## src/rtl/wave_gen_param_if.sv

```systemverilog
// wave_gen_param_if: control and sample bus of the parametrised waveform generator.
//   master : drives enable, sync, mode, phase_inc, hold, atten; observes the sample outputs
//   slave  : the generator; consumes the controls and drives data_out, valid_out, wrap_out
//   enable    run; low freezes divider and phase
//   sync      synchronous phase/divider restart
//   mode      0 sine, 1 square, 2 triangle, 3 sawtooth
//   phase_inc tuning word added to phase per sample
//   hold      sample period is hold+1 clocks
//   atten     arithmetic right shift applied to the shaped sample
//   data_out  current signed sample (WIDTH bits)
//   valid_out one-cycle pulse when data_out updates
//   wrap_out  one-cycle pulse when the phase accumulator carries out
interface wave_gen_param_if #(
  parameter int WIDTH   = 16,
  parameter int PHASE_W = 16,
  parameter int DIV_W   = 8
);
  logic                      enable;
  logic                      sync;
  logic [1:0]                mode;
  logic [PHASE_W-1:0]        phase_inc;
  logic [DIV_W-1:0]          hold;
  logic [2:0]                atten;
  logic signed [WIDTH-1:0]   data_out;
  logic                      valid_out;
  logic                      wrap_out;

  modport master (
    output enable, sync, mode, phase_inc, hold, atten,
    input  data_out, valid_out, wrap_out
  );

  modport slave (
    input  enable, sync, mode, phase_inc, hold, atten,
    output data_out, valid_out, wrap_out
  );
endinterface

```

## src/rtl/wave_gen_param.sv

```systemverilog
// wave_gen_param: phase-accumulator waveform generator with sample-hold divider,
// four shapes (sine, square, triangle, sawtooth), binary attenuation and output
// width scaling. All outputs are registered.
// Ports:
//   clk    system clock, rising edge
//   rst_in asynchronous active-high reset
//   bus    wave_gen_param_if.slave (controls in, data_out/valid_out/wrap_out out)
module wave_gen_param #(
  parameter int WIDTH   = 16,
  parameter int PHASE_W = 16,
  parameter int DIV_W   = 8
) (
  input  logic            clk,
  input  logic            rst_in,
  wave_gen_param_if.slave bus
);

  // Shift amounts clamped so the unused direction is always a zero shift.
  localparam int SHL = (WIDTH >= 16) ? WIDTH - 16 : 0;
  localparam int SHR = (WIDTH < 16) ? 16 - WIDTH : 0;

  function automatic logic signed [15:0] shape(input logic [1:0] m, input logic [15:0] p);
    logic [15:0] t;
    logic [15:0] r;
    t = {p[14:0], 1'b0};
    case (m)
      2'd0: begin
        case (p[15:13])
          3'd0:    r = 16'h0000;
          3'd1:    r = 16'h5A7E;
          3'd2:    r = 16'h7FFF;
          3'd3:    r = 16'h5A7E;
          3'd4:    r = 16'h0000;
          3'd5:    r = 16'hA582;
          3'd6:    r = 16'h8000;
          default: r = 16'hA582;
        endcase
      end
      2'd1:    r = p[15] ? 16'h8000 : 16'h7FFF;
      // Folding the doubled phase gives a rising then falling ramp; flipping
      // the MSB recentres the unsigned ramp onto the signed range.
      2'd2:    r = (p[15] ? ~t : t) ^ 16'h8000;
      default: r = p ^ 16'h8000;
    endcase
    return signed'(r);
  endfunction

  function automatic logic signed [15:0] attenuate(input logic signed [15:0] s, input logic [2:0] a);
    return s >>> a;
  endfunction

  function automatic logic signed [WIDTH-1:0] scale(input logic signed [15:0] s);
    if (WIDTH >= 16) return WIDTH'(s) <<< SHL;
    else             return WIDTH'(s >>> SHR);
  endfunction

  logic [PHASE_W-1:0]      phase_p0;
  logic [DIV_W-1:0]        cnt_p0;
  logic [PHASE_W:0]        sum_p0;
  logic                    tick_p0;
  logic signed [WIDTH-1:0] data_p1;
  logic                    vld_p1;
  logic                    wrap_p1;

  // Stage p0: phase accumulator and sample-hold divider.
  // The >= compare lets a lowered hold fire on the next enabled cycle.
  assign sum_p0  = {1'b0, phase_p0} + {1'b0, bus.phase_inc};
  assign tick_p0 = (cnt_p0 >= bus.hold);

  always_ff @(posedge clk or posedge rst_in) begin
    if (rst_in) begin
      phase_p0 <= '0;
      cnt_p0   <= '0;
      data_p1  <= '0;
      vld_p1   <= 1'b0;
      wrap_p1  <= 1'b0;
    end else begin
      vld_p1  <= 1'b0;
      wrap_p1 <= 1'b0;
      if (bus.sync) begin
        phase_p0 <= '0;
        cnt_p0   <= '0;
      end else if (bus.enable) begin
        if (tick_p0) begin
          cnt_p0   <= '0;
          // Stage p1: shaped sample from the pre-increment phase.
          data_p1  <= scale(attenuate(shape(bus.mode, phase_p0[PHASE_W-1 -: 16]), bus.atten));
          phase_p0 <= sum_p0[PHASE_W-1:0];
          wrap_p1  <= sum_p0[PHASE_W];
          vld_p1   <= 1'b1;
        end else begin
          cnt_p0 <= cnt_p0 + 1'b1;
        end
      end
    end
  end

  assign bus.data_out  = data_p1;
  assign bus.valid_out = vld_p1;
  assign bus.wrap_out  = wrap_p1;

endmodule

```

## src/flat_wrapper.sv

```systemverilog
// flat-port wrapper written by rule: the top's interface ports become plain ports
module wave_gen_param_flat 
#(
  parameter int WIDTH   = 16,
  parameter int PHASE_W = 16,
  parameter int DIV_W   = 8
)
  (clk, rst_in, bus_enable, bus_sync, bus_mode, bus_phase_inc, bus_hold, bus_atten, bus_data_out, bus_valid_out, bus_wrap_out);
  wave_gen_param_if #(.WIDTH(WIDTH), .PHASE_W(PHASE_W), .DIV_W(DIV_W)) bus_i ();
  input  logic clk;
  input  logic rst_in;
  input wire logic [$bits(bus_i.enable)-1:0] bus_enable;
  input wire logic [$bits(bus_i.sync)-1:0] bus_sync;
  input wire logic [$bits(bus_i.mode)-1:0] bus_mode;
  input wire logic [$bits(bus_i.phase_inc)-1:0] bus_phase_inc;
  input wire logic [$bits(bus_i.hold)-1:0] bus_hold;
  input wire logic [$bits(bus_i.atten)-1:0] bus_atten;
  output wire logic [$bits(bus_i.data_out)-1:0] bus_data_out;
  output wire logic [$bits(bus_i.valid_out)-1:0] bus_valid_out;
  output wire logic [$bits(bus_i.wrap_out)-1:0] bus_wrap_out;
  assign bus_i.enable = bus_enable;
  assign bus_i.sync = bus_sync;
  assign bus_i.mode = bus_mode;
  assign bus_i.phase_inc = bus_phase_inc;
  assign bus_i.hold = bus_hold;
  assign bus_i.atten = bus_atten;
  assign bus_data_out = bus_i.data_out;
  assign bus_valid_out = bus_i.valid_out;
  assign bus_wrap_out = bus_i.wrap_out;
  wave_gen_param #(.WIDTH(WIDTH), .PHASE_W(PHASE_W), .DIV_W(DIV_W)) u_core (.clk(clk), .rst_in(rst_in), .bus(bus_i));
endmodule
```

## config.mk

```make
export PLATFORM = sky130hd
export DESIGN_NAME = wave_gen_param_flat
export DESIGN_NICKNAME = d
export VERILOG_FILES = /design/src/rtl/wave_gen_param_if.sv /design/src/rtl/wave_gen_param.sv /design/src/flat_wrapper.sv
export SDC_FILE = /design/constraint.sdc
export NUM_CORES = 1
export LEC_CHECK = 0
export BUFFER_PORTS_ARGS = -buffer_cell sky130_fd_sc_hd__buf_2
export CAP_MARGIN = 20
export CORE_MARGIN = 1.5
export CORE_UTILIZATION = 41
export DETAILED_ROUTE_END_ITERATION = 16
export GPL_ROUTABILITY_DRIVEN = 1
export PLACE_DENSITY = 0.61
export SLEW_MARGIN = 10
export SYNTH_ARGS = -nofsm -noshare
export SYNTH_HDL_FRONTEND = slang
export SYNTH_SLANG_ARGS = --single-unit
```

## constraint.sdc

```tcl
create_clock -name clk -period 2.55 [get_ports clk]
set_input_delay 0.255 -clock clk [delete_from_list [all_inputs] [get_ports clk]]
set_output_delay 0.255 -clock clk [all_outputs]
set_load 0.1 [all_outputs]
```

======== After elaboration in Yosys (flattened, before gate mapping) ========
Index checks and enable logic that the tools add are counted.
Widths: inputs -> output; s select.
cells by class
  add/sub/neg operators ................... 2
  order comparisons ....................... 1
  eq/ne operators ......................... 7
  shifts and indexed selects .............. 1
  muxes and demuxes ....................... 19
  bitwise logic cells ..................... 4
  reductions and logical operators ........ 8
operator list
  kind                 number
  $mux 16              8
  $pmux 16 s4          1
  $pmux 16 s3          1
  $mux 8               3
  $add 16x16->17       1
  $not 16->16          1
  $sshr 16x3->16       1
  $add 8x1->8 const B  1
  $ge 8x8->1           1
  $eq 3x2->1 const B   2
  $eq 3x3->1 const B   2
  $mux 1               6
  $reduce_bool 2->1    2
  $reduce_or 2->1      2
  $eq 3x1->1 const B   1
  $logic_not 3->1      1
  $not 1->1            3
  $reduce_and 3->1     1
  $eq 2x1->1 const B   1
  $eq 2x2->1 const B   1
  $logic_not 2->1      1
  $reduce_and 2->1     1
word-level totals
  register bits ........................... 42
  output and inout port bits .............. 18
  word-level logic and storage cells ...... 47

======== Logic depth before layout (Yosys ltp) ========
Gate-level depths: netlist (run 1).
  depth after elaboration ................. 8
  mapped depth ............................ 11

======== Least setup slack after synthesis (run 1) ========
Ideal clock, no wire load.
  kind .................................... register -> register
  start ................................... reg u_core.phase_p0[0]
  end ..................................... reg u_core.phase_p0[12]
  setup time .............................. 0.121 ns
  data arrival time ....................... 2.217 ns
  required time ........................... 2.429 ns
  setup slack ............................. 0.212 ns
  stages on the path, launching flop included .. 9
  buffers on the path ..................... 0
  cells stage by stage .................... dfrtp_1 -> ha_1 -> fa_1 -> a211oi_1 -> o21bai_1 -> a21oi_1 -> o21ai_0 -> a211o_1 -> a22o_1
between the ends
  cells in the longest elaborated chain, start to end .. 4
ends and longest elaborated chain
  element                   line                  source
  start: declaration        wave_gen_param.sv:57  logic [PHASE_W-1:0] phase_p0;
  start signal: assignment  wave_gen_param.sv:88  phase_p0 <= sum_p0[PHASE_W-1:0];
  $add 16x16->17            wave_gen_param.sv:67  assign sum_p0 = {1'b0, phase_p0} + {1'b0, bus.phase_inc};
  $mux 16                   wave_gen_param.sv:84  if (tick_p0) begin
  $mux 16                   wave_gen_param.sv:83  end else if (bus.enable) begin
  $mux 16                   wave_gen_param.sv:80  if (bus.sync) begin
Every way passes these cells. The select of a mux whose other input is x is not followed.
A chain may end at the register's enable or synchronous reset.

======== Final worst setup path (run 1) ========
Same ends and word-level chain as after synthesis.

==> results.md, run 1 <==
* Yosys warning total at 0
* Worst Hold Slack at 71.9 ps
* Remaining Overflow, GRT at 0
* Synth Area in Compound Gates at 0.301
* Drt drc at 5
* Sw power at 720 uW
* DP HPWL at 7.24 mm
* Pre-CTS WS at 72.9 ps
* Vias in the first global route at 3287
* Leakage power at 0.00206 uW
* Fmax at 0.420 GHz
* Clk buf depth at 2
* TritonCTS buffer count at 5
* Maxcap violations at 0
* PnR Total Power at 1890 uW
* Post-CTS setup buffers at 0
* CP Class: register to register
* Post-synth EDFFs at 0
* Top FF cell, synth: dfrtp_1
* Final WS setup at 167 ps
* Setup crit start kind: register
* Synthesized area at 3780 um^2
* Finished Core Util at 0.488
* Final worst-path cycle share at 0.934
* Routed len/inst at 15.7 um
* Seq/Total Area, Yosys at 0.278
* WL final at 9.40 mm
* # H-tree levels at 2
* Avg Inst Size Synth at 8.64 um^2
* Peak supply drop at 0.000215 V
* Largest net degree at the start of global routing at 43
* Clk slew on worst S/H paths at 90 ps
* # rows at 34
* Final Setup Violations at 0
* Clk_lat worst skew at 300 ps
* Critical path required time at 2740 ps
* Relative slew slack at 0.555
* Gpl congestion at 0.923
* Die Area at 9800 um^2
* Placed inst area at 4190 um^2
* Net Count, Synth at 496
* Mux share of post-synthesis cell area at 0.0749
* Clock power share at 0.244
* Internal power at 1170 uW
* Clk sinks at 42
* Failing checks: design-rule violations
* Worst Skew at 5.12 ps
* Overall routing resource usage at 0.202
* Worst-margin pin slew at 663 ps
* ANT cells at 0
* Via count at 3523
* Top cells by area, synth: dfrtp_1 28%, ha_1 8.3%, o21ai_0 3.7%
* Slowest stage delay, CP at 430 ps
* Slew Viols, Final at 0
* Starting Density at 0.429
* Min-Delay Path Class: input pin to async pin
* Final hold vios at 0
* Cell count after synthesis at 437
* Comb power frac at 0.361
* Post-synth ARST share at 1.00
* Chip Width at 99.0 um
* Pwr per Cell Area at 441 nW/um^2
* CP Capture Type: register
* TritonCTS clock tree: yes
* Fin area at 4290 um^2
* Core area at 8810 um^2
* Main combinational cell family by area after synthesis: compound AO/OA/AOI/OAI gates
* Post-layout min period at 2380 ps
* CP max stage cell: fa_1
* CP Cell Sequence: ha_1, fa_1, a211oi_2, o21bai_2, a21oi_1, o21ai_0, a211o_1, a22o_1
* First-pass GRT wire length at 16.1 mm
* Xor-xnor portion of the synthesized cell area at 0.0325
* Crit-path max FO at 4
* DR iter-0 viols at 206
* Fillers at 867
* Die Y-Extent at 99.0 um
* Yosys top cell area share at 0.278
* Post-DR vias/cell at 5.90
* Seq cells post-synth at 42
* Sequential Power Share at 0.395
* Synth area leader: dfrtp_1
* P&R area growth vs syn at 13.7%
* Fraction of layout cells with a size suffix above 1 at 0.207
* Antenna viol nets, final at 0
* Post-Synth Simple-Gate Area at 0.176
* Final #Nets at 547
* Post-Synth Adder-Cell Area at 0.0881
* Worst Path Arrival at 2580 ps
* Yosys cell types at 69
* # port buffers at 50
* Status: complete, but fails checks
* IO Count at 51
* Drt first pass iters at 11
* Sw Share at 0.380
* Antenna violations before repair at 0
* Root Driver: clkbuf_8
-- critical path, delay by kind of cell (launching register included) --
kind / cells / cell delay [ps]
flip-flops: 1 / 400
adder cells (fa/ha/maj): 2 / 650
AO/OA/AOI/OAI: 6 / 1220
-- cell type report --
type	count	area, um^2	area share
flip-flops and latches	42	1050	0.245
inverters	22	82.6	0.0192
clock inverters	2	12.5	0.00291
repair buffers	66	383	0.0892
clock buffers	6	82.6	0.0192
well taps	108	135	0.0315
multi-input cells	351	2550	0.593
-- path summary, 6_finish.rpt --
path / startpoint / endpoint / slack [ps] / cells past startpoint
worst max-delay path: u_core.phase_p0[0] / u_core.phase_p0[12] / 170 / 8
worst max register to register: u_core.phase_p0[0] / u_core.phase_p0[12] / 170 / 8
worst min-delay path: rst_in / u_core.bus.data_out[13] / 70 / 3
max in group asynchronous: rst_in / u_core.phase_p0[13] / 2120 / 3
worst min register to register: u_core.bus.data_out[8] / u_core.bus.data_out[8] / 490 / 2
min in group clk: bus_phase_inc[0] / u_core.phase_p0[0] / 320 / 3
-- kinds of logic after synthesis --
family | after synthesis
fa+ha+maj | 26
compound gates | 161
xor+xnor | 14
simple gates | 131
buf+inv | 44
flops | 42
mux | 19
-- layer usage --
metal,GRT usage,up-vias,share of wire
li1,-,1758,-
met1,0.290,1662,0.49
met2,0.314,90,0.45
met3,0.0284,13,0.045
met4,0.0615,0,0.018
met5,0,-,0
-- flip-flops by register name, summed over array words and instances, names as in the netlist --
| name | flops |
|---|---|
| u_core.phase_p0 | 16 |
| u_core.bus.valid_out | 1 |
| u_core.cnt_p0 | 8 |
| u_core.bus.data_out | 16 |
| u_core.bus.wrap_out | 1 |
-- repair_timing --
action | in CTS | in global routing
endpoints found under the setup margin | 0 | 3
gates resized for setup | 0 | 2
hold buffers | 0 | 0
-- power by group through the flow --
| stage | registers [uW] | clock network (uW) | logic [uW] |
|---|---|---|---|
| final | 749 | 462 | 684 |
| after global routing | 758 | 508 | 751 |
| after CTS | 749 | 476 | 680 |
| after detailed placement | 761 | 0 | 678 |
| after global placement | 761 | 0 | 671 |
| after floorplan | 868 | 0 | 414 |
-- layout by cell type (no fill, tap or decap), types with 7 or more instances in the layout --
cell / Yosys / layout
xor2_1: 9 / 9
nor3_1: 8 / 8
a22o_1: 11 / 11
nand2_1: 32 / 32
o211ai_1: 8 / 8
nor2b_1: 8 / 8
inv_1: 18 / 17
o21ai_0: 28 / 28
nand2b_1: 15 / 15
a31oi_1: 8 / 8
a21oi_1: 24 / 24
buf_2: 8 / 50
buf_4: 1 / 15
ha_1: 25 / 25
a211oi_1: 12 / 11
nor2_1: 31 / 31
o31ai_1: 7 / 7
dfrtp_1: 42 / 42
-- stage by stage --
| stage | TNS (ps) | instances |
|---|---|---|
| floorplan | 0 | 437 |
| global placement | 0 | 589 |
| detailed placement | 0 | 589 |
| CTS | 0 | 597 |
| global route | -3.25 | 597 |
| finish | 0 | 597 |
-- synth_stat cells, types with 7 or more instances --
cell type  number
o211ai_1        8
nor2_1         31
nand2b_1       15
nor2b_1         8
xor2_1          9
a21oi_1        24
dfrtp_1        42
a211oi_1       12
a31oi_1         8
nor3_1          8
inv_1          18
clkbuf_1        9
buf_2           8
nand2_1        32
a22o_1         11
o21ai_0        28
o31ai_1         7
ha_1           25
No activity file was read; power rests on OpenSTA's default activity.
==> run 2: changes to the inputs <==
--- a/config.mk
+++ b/config.mk
@@ -5,10 +5,12 @@
 export SDC_FILE = /design/constraint.sdc
 export NUM_CORES = 1
 export LEC_CHECK = 0
-export BUFFER_PORTS_ARGS = -buffer_cell sky130_fd_sc_hd__buf_2
+export BUFFER_PORTS_ARGS = -buffer_cell sky130_fd_sc_hd__buf_4
 export CAP_MARGIN = 20
 export CORE_MARGIN = 1.5
 export CORE_UTILIZATION = 41
+export CTS_BUF_LIST = sky130_fd_sc_hd__clkbuf_2
+export CTS_CLUSTER_SIZE = 10
 export DETAILED_ROUTE_END_ITERATION = 16
 export GPL_ROUTABILITY_DRIVEN = 1
 export PLACE_DENSITY = 0.61
==> run 2 against run 1 <==
  * The flow still finishes with violations (design-rule violations)
  * First-iteration DRC count shrank 15%
  * Non-clock buffer count fell by 3
  * Maximum frequency decreased by 2.1%
  * Die area stayed put
  * Critical endpoint unchanged
  * Sequential share of layout area fell by 0.45 points
  * Power down 1.5%
  * Count of clock-buffer cells in the layout stayed put
  * Register-to-register slack lost 50 ps
  * Core utilization increased by 0.92 points
==> results.md, run 2 (synthesis gave the netlist of run 1 again) <==
* Status: complete, but fails checks
* Failing checks: design-rule violations
* CP Capture Type: register
* Gpl congestion at 0.865 (-6.2%)
* WHS Path Cells at 2
* Vias in the first global route at 3236 (-1.6%)
* Remaining Overflow, GRT at 0 (unchanged)
* DP HPWL at 7.14 mm (-1.3%)
* Final #Nets at 544 (-0.55%)
* # H-tree levels at 2 (unchanged)
* Die Area at 9800 um^2 (unchanged)
* Crit-path max FO at 4 (unchanged)
* Via count at 3505 (-0.51%)
* Commonest non-fill, non-tap cells in the layout: 61 x buf_4, 42 x dfrtp_1, 32 x nand2_1
* Clk_lat worst skew at 410 ps (+110 ps)
* Worst Skew at 24.5 ps (+19.3 ps)
* Pwr per Cell Area at 427 nW/um^2 (-3.3%)
* Placed inst area at 4290 um^2 (+2.3%)
* Peak supply drop at 0.000240 V (+12%)
* Final Setup Violations at 0 (unchanged)
* Worst Hold Slack at 118 ps (+45.6 ps)
* CP startpoint: u_core.phase_p0[0]
* ANT cells at 0 (unchanged)
* Worst reg2reg path startpoint: u_core.phase_p0[0]
* Final worst-path cycle share at 0.954 (+0.0201)
* IO Count at 51 (unchanged)
* P&R area growth vs syn at 15.8%
* Starting Density at 0.429 (unchanged)
* CP Class: register to register
* Slew Viols, Final at 0 (unchanged)
* Worst-margin pin slew at 625 ps (-38.0 ps)
* Worst Path Arrival at 2750 ps (+170 ps)
* Post-DR vias/cell at 5.90 (about the same)
* Hold Startpoint: bus_sync
* Fmax at 0.411 GHz (-2.1%)
* First-pass GRT wire length at 16.1 mm (-0.43%)
* Commonest non-fill, non-tap cell in the layout: buf_4
* Die Y-Extent at 99.0 um (unchanged)
* Fillers at 824 (-5.0%)
* Final setup TNS at 0 ps (unchanged)
* Drt drc at 5 (unchanged)
* Placed insts at 585 (-0.68%)
* TritonCTS buffer count at 5 (unchanged)
* DR iter-0 viols at 176 (-15%)
* Largest net degree at the start of global routing at 43 (unchanged)
* Routed len/inst at 16.0 um (+1.5%)
* Antenna viol nets, final at 0 (unchanged)
* Drt first pass iters at 11 (unchanged)
* Relative slew slack at 0.581 (+0.0255)
* Critical path required time at 2870 ps (+130 ps)
* Clk buf depth at 2 (unchanged)
* WL final at 9.49 mm (+1.0%)
* Fraction of layout cells with a size suffix above 1 at 0.202 (-0.00490)
* Clk slew on worst S/H paths at 240 ps (+150 ps)
* R2r worst-path depth at 8 (unchanged)
* Leakage power at 0.00207 uW (+0.27%)
* Maxcap violations at 0 (unchanged)
* Post-CTS setup buffers at 0 (unchanged)
* # port buffers at 50 (unchanged)
* Clk sinks at 42 (unchanged)
* Chip Width at 99.0 um (unchanged)
* TritonCTS clock tree: yes
* Core area at 8810 um^2 (unchanged)
* Overall routing resource usage at 0.202 (+0.000512)
* Final Non-Filler Cells at 594 (-0.50%)
* Setup crit start kind: register
* Root Driver: clkbuf_2
* Final hold vios at 0 (unchanged)
* Post-layout min period at 2430 ps (+51.2 ps)
* Fin area at 4380 um^2 (+1.9%)
* Min-Delay Path Class: input pin to register
* # rows at 34 (unchanged)
* Antenna violations before repair at 0 (unchanged)
==> run 2: changes by cell type in the layout (fill, tap and decap cells not counted), moves of 6 or more <==
| cell | change |
|---|---|
| buf_4 | +46 |
| buf_2 | -50 |
| clkbuf_2 | +6 |
| clkbuf_8 | -6 |
==> run 2: final timing paths <==
check                                               end  slack [ps]
worst min register to register  u_core.bus.data_out[11]         520
worst max register to register      u_core.phase_p0[12]         120
min in group asynchronous       u_core.bus.data_out[13]         490
worst max-delay path                u_core.phase_p0[12]         120
max in group asynchronous           u_core.phase_p0[11]        1680
worst min-delay path                 u_core.phase_p0[2]         120
==> run 2: what timing repair did <==
action	4_1_cts	5_1_grt
endpoints found under the hold margin	42	0
hold buffers	1	0
resized for setup	1	2
endpoints found under the setup margin	1	2
cloned	0	0
==> run 2: routing by layer <==
layer  share of wire  wire length (um)  vias up  global-route usage
li1                -                 -     1752                   -
met1            0.49              4620     1663               0.292
met2            0.45              4300       74               0.310
met3           0.040               378       16              0.0326
met4           0.021               196        0              0.0637
met5               0                 0        -                   0
==> run 2: stage by stage <==
step	worst slack (ps)	total power [uW]	utilization
after floorplan	212	1280	-
after global placement	83.4	1450	0.487
after detailed placement	44.9	1460	0.487
after CTS	57.3	1870	0.496
after global routing	-1.80	1980	0.497
final	116	1870	0.497
==> run 2: layout make-up <==
| class | instances | area, um^2 | share of cell area |
|---|---|---|---|
| Inverter | 22 | 82.6 | 0.0189 |
| Sequential cell | 42 | 1050 | 0.240 |
| Clock inverter | 2 | 37.5 | 0.00858 |
| Multi-Input combinational cell | 351 | 2550 | 0.583 |
| Timing Repair Buffer | 63 | 488 | 0.112 |
| Clock buffer | 6 | 30.0 | 0.00686 |
| Tap cell | 108 | 135 | 0.0309 |
==> run 2: worst max-delay path: stages, from the launching register on <==
cell,delay (ps)
dfrtp_1,440
ha_1,220
fa_1,420
a211oi_2,260
o21bai_2,150
a21oi_2,220
o21ai_0,140
a211o_1,310
a22o_1,190
==> run 2: power by group <==
group / internal [uW] / switching (uW)
clock network: 169 / 237
registers: 705 / 49.1
logic: 273 / 433
==> run 3: changes to the inputs <==
--- a/config.mk
+++ b/config.mk
@@ -14,6 +14,7 @@
 export DETAILED_ROUTE_END_ITERATION = 16
 export GPL_ROUTABILITY_DRIVEN = 1
 export PLACE_DENSITY = 0.61
+export REMOVE_ABC_BUFFERS = 1
 export SLEW_MARGIN = 10
 export SYNTH_ARGS = -nofsm -noshare
 export SYNTH_HDL_FRONTEND = slang
==> run 3 against run 2 <==
  * The flow still finishes with violations (design-rule violations)
  * Sequential power down 0.9%
  * Critical path depth down 1
  * Power increased by 1.1%
  * Critical endpoint is now u_core.bus.data_out[5]
  * Critical path type unchanged
  * Clock power up 1%
  * Sequential share of layout area decreased by 0.28 points
  * Clock skew decreased by 15 ps
  * Cell count up 1.2%
  * Combinational power is 3.3% higher
  * Sequential cell count unchanged
  * Via count up 0.97%
  * Count of clock-buffer cells in the layout grew 1
  * First-iteration DRC count down 35%
==> results.md, run 3 (synthesis gave the netlist of run 1 again) <==
* First-pass GRT wire length at 16.8 mm (+4.5%)
* IO Count at 51 (unchanged)
* Final #Nets at 551 (+1.3%)
* Setup crit start kind: register
* TritonCTS clock tree: yes
* DRT met1 WL at 4.68 mm (+1.3%)
* Vias in the first global route at 3497 (+8.1%)
* WL final at 9.85 mm (+3.8%)
* Gpl congestion at 0.899 (+3.9%)
* Clock power share at 0.218 (about the same)
* Unrepaired setup endpoints after global routing: no
* Final hold vios at 0 (unchanged)
* Post-DR vias/cell at 5.89 (-0.21%)
* Sw Share at 0.384 (-0.00167)
* Worst Path Arrival at 2760 ps (about the same)
* Overall routing resource usage at 0.210 (+0.00780)
* Remaining Overflow, GRT at 0 (unchanged)
* Clk buf depth at 2 (unchanged)
* Min-Delay Path Class: input pin to register
* Clk_lat worst skew at 420 ps (about the same)
* Commonest non-fill, non-tap cells in the layout: 68 x buf_4, 42 x dfrtp_1, 32 x nand2_1
* Relative slew slack at 0.546 (-0.0349)
* Final Setup Violations at 0 (unchanged)
* DP HPWL at 7.53 mm (+5.5%)
* Root Driver: clkbuf_2
* Highest routed layer: met4
* Sw power at 724 uW (+0.67%)
* ANT cells at 0 (unchanged)
* P&R area growth vs syn at 17.2%
* # H-tree levels at 2 (unchanged)
* Largest net degree at the start of global routing at 33 (-23%)
* CP Class: register to register
* Met2 wire length at 4.66 mm (+8.4%)
* DR iter-0 viols at 114 (-35%)
* # port buffers at 50 (unchanged)
* Clk slew on worst S/H paths at 230 ps (about the same)
* Slew Viols, Final at 0 (unchanged)
* Fmax at 0.413 GHz (+0.52%)
* Clk sinks at 42 (unchanged)
* Status: complete, but fails checks
* Antenna violations before repair at 0 (unchanged)
* Internal power at 1160 uW (+1.4%)
* CP Capture Type: register
* Fraction of layout cells with a size suffix above 1 at 0.213 (+0.0113)
* Final worst-path cycle share at 0.950 (-0.00490)
* Die Area at 9800 um^2 (unchanged)
* Final setup TNS at 0 ps (unchanged)
* # rows at 34 (unchanged)
* Chip Width at 99.0 um (unchanged)
* Routed len/inst at 16.4 um (+2.6%)
* Starting Density at 0.429 (unchanged)
* Peak supply drop at 0.000237 V (-1.5%)
* Pre-CTS WS at 89.0 ps (+44.1 ps)
* TritonCTS buffer count at 5 (unchanged)
* Drt first pass iters at 10 (-1)
* Via count at 3539 (+0.97%)
* Leakage power at 0.00210 uW (+1.8%)
* Met3 WL at 373 um (-1.3%)
* Core area at 8810 um^2 (unchanged)
* Post-layout min period at 2420 ps (-12.5 ps)
* Antenna viol nets, final at 0 (unchanged)
* Worst-margin pin slew at 677 ps (+52.0 ps)
* Failing checks: design-rule violations
* Crit-path max FO at 14 (+10)
* Maxcap violations at 0 (unchanged)
* Commonest non-fill, non-tap cell in the layout: buf_4
* Comb power frac at 0.386 (+0.008)
* Final WS setup at 129 ps (+12.5 ps)
* Sequential Power Share at 0.396 (-0.008)
* Critical path required time at 2890 ps (+20 ps)
* Drt drc at 3 (-2)
* Worst Skew at 9.16 ps (-15.3 ps)
* Die Y-Extent at 99.0 um (unchanged)
* Pwr per Cell Area at 426 nW/um^2 (about the same)
run 3: changes by cell type in the layout (fill, tap and decap cells not counted), sizes merged:
| cell | before | now |
|---|---|---|
| buf | 62 | 69 |
| clkbuf | 6 | 7 |
| clkinvlp | 1 | 0 |
run 3: final cells by class:
cell class / count / area [um^2]
clock buffer: 7 / 35.0
clock inverter: 1 / 30.0
sequential: 42 / 1050
inverter: 22 / 82.6
timing repair buffer: 70 / 541
fill: 879 / 4380
multi-input combinational: 351 / 2550
tap: 108 / 135
run 3: repair_timing:
item                                   4_1_cts  5_1_grt
hold buffers                                 1        0
buffers inserted                             0        1
gates resized for setup                      0        4
endpoints found under the hold margin       13        0
setup endpoints to repair                    0        6
run 3: power groups by stage:
stage / logic (uW) / clock network, uW / registers (uW)
after floorplan: 388 / 0 / 868
after global placement: 710 / 0 / 757
after detailed placement: 715 / 0 / 759
after CTS: 720 / 426 / 747
after global routing: 799 / 449 / 754
final: 729 / 411 / 747
run 3: metal layers:
layer,up-vias,track usage
met4,0,0.0527
met2,83,0.355
met1,1678,0.283
li1,1765,-
met3,13,0.0291
met5,-,0
run 3: worst paths after layout:
kind | to | from | cells after the start | slack, ps
hold reg to reg | u_core.bus.data_out[13] | u_core.bus.data_out[13] | 1 | 510
max in group asynchronous | u_core.bus.data_out[8] | rst_in | 4 | 1620
setup / recovery | u_core.bus.data_out[5] | u_core.phase_p0[15] | 7 | 130
setup reg to reg | u_core.bus.data_out[5] | u_core.phase_p0[15] | 7 | 130
min in group asynchronous | u_core.bus.wrap_out | rst_in | 3 | 350
hold / removal | u_core.phase_p0[9] | bus_sync | 2 | 110
run 3: critical path, cell delays in order, from the launching register on:
cell and delay [ps]:
dfrtp_1 570, buf_4 230, nand2b_1 180, a2bb2oi_1 180
o22ai_1 150, a22o_1 300, mux4_2 450, mux2_2 270
run 3: metrics by stage:
| stage | instance area, um^2 | util | hold WS [ps] | power, uW | cells |
|---|---|---|---|---|---|
| after global placement | 4330 | 0.492 | 286 | 1470 | 591 |
| after detailed placement | 4330 | 0.492 | 290 | 1470 | 591 |
| after CTS | 4410 | 0.500 | 91.0 | 1890 | 600 |
| after floorplan | 3670 | - | 351 | 1260 | 415 |
| after global routing | 4430 | 0.503 | 80.0 | 2000 | 601 |
| final | 4430 | 0.503 | 106 | 1890 | 601 |
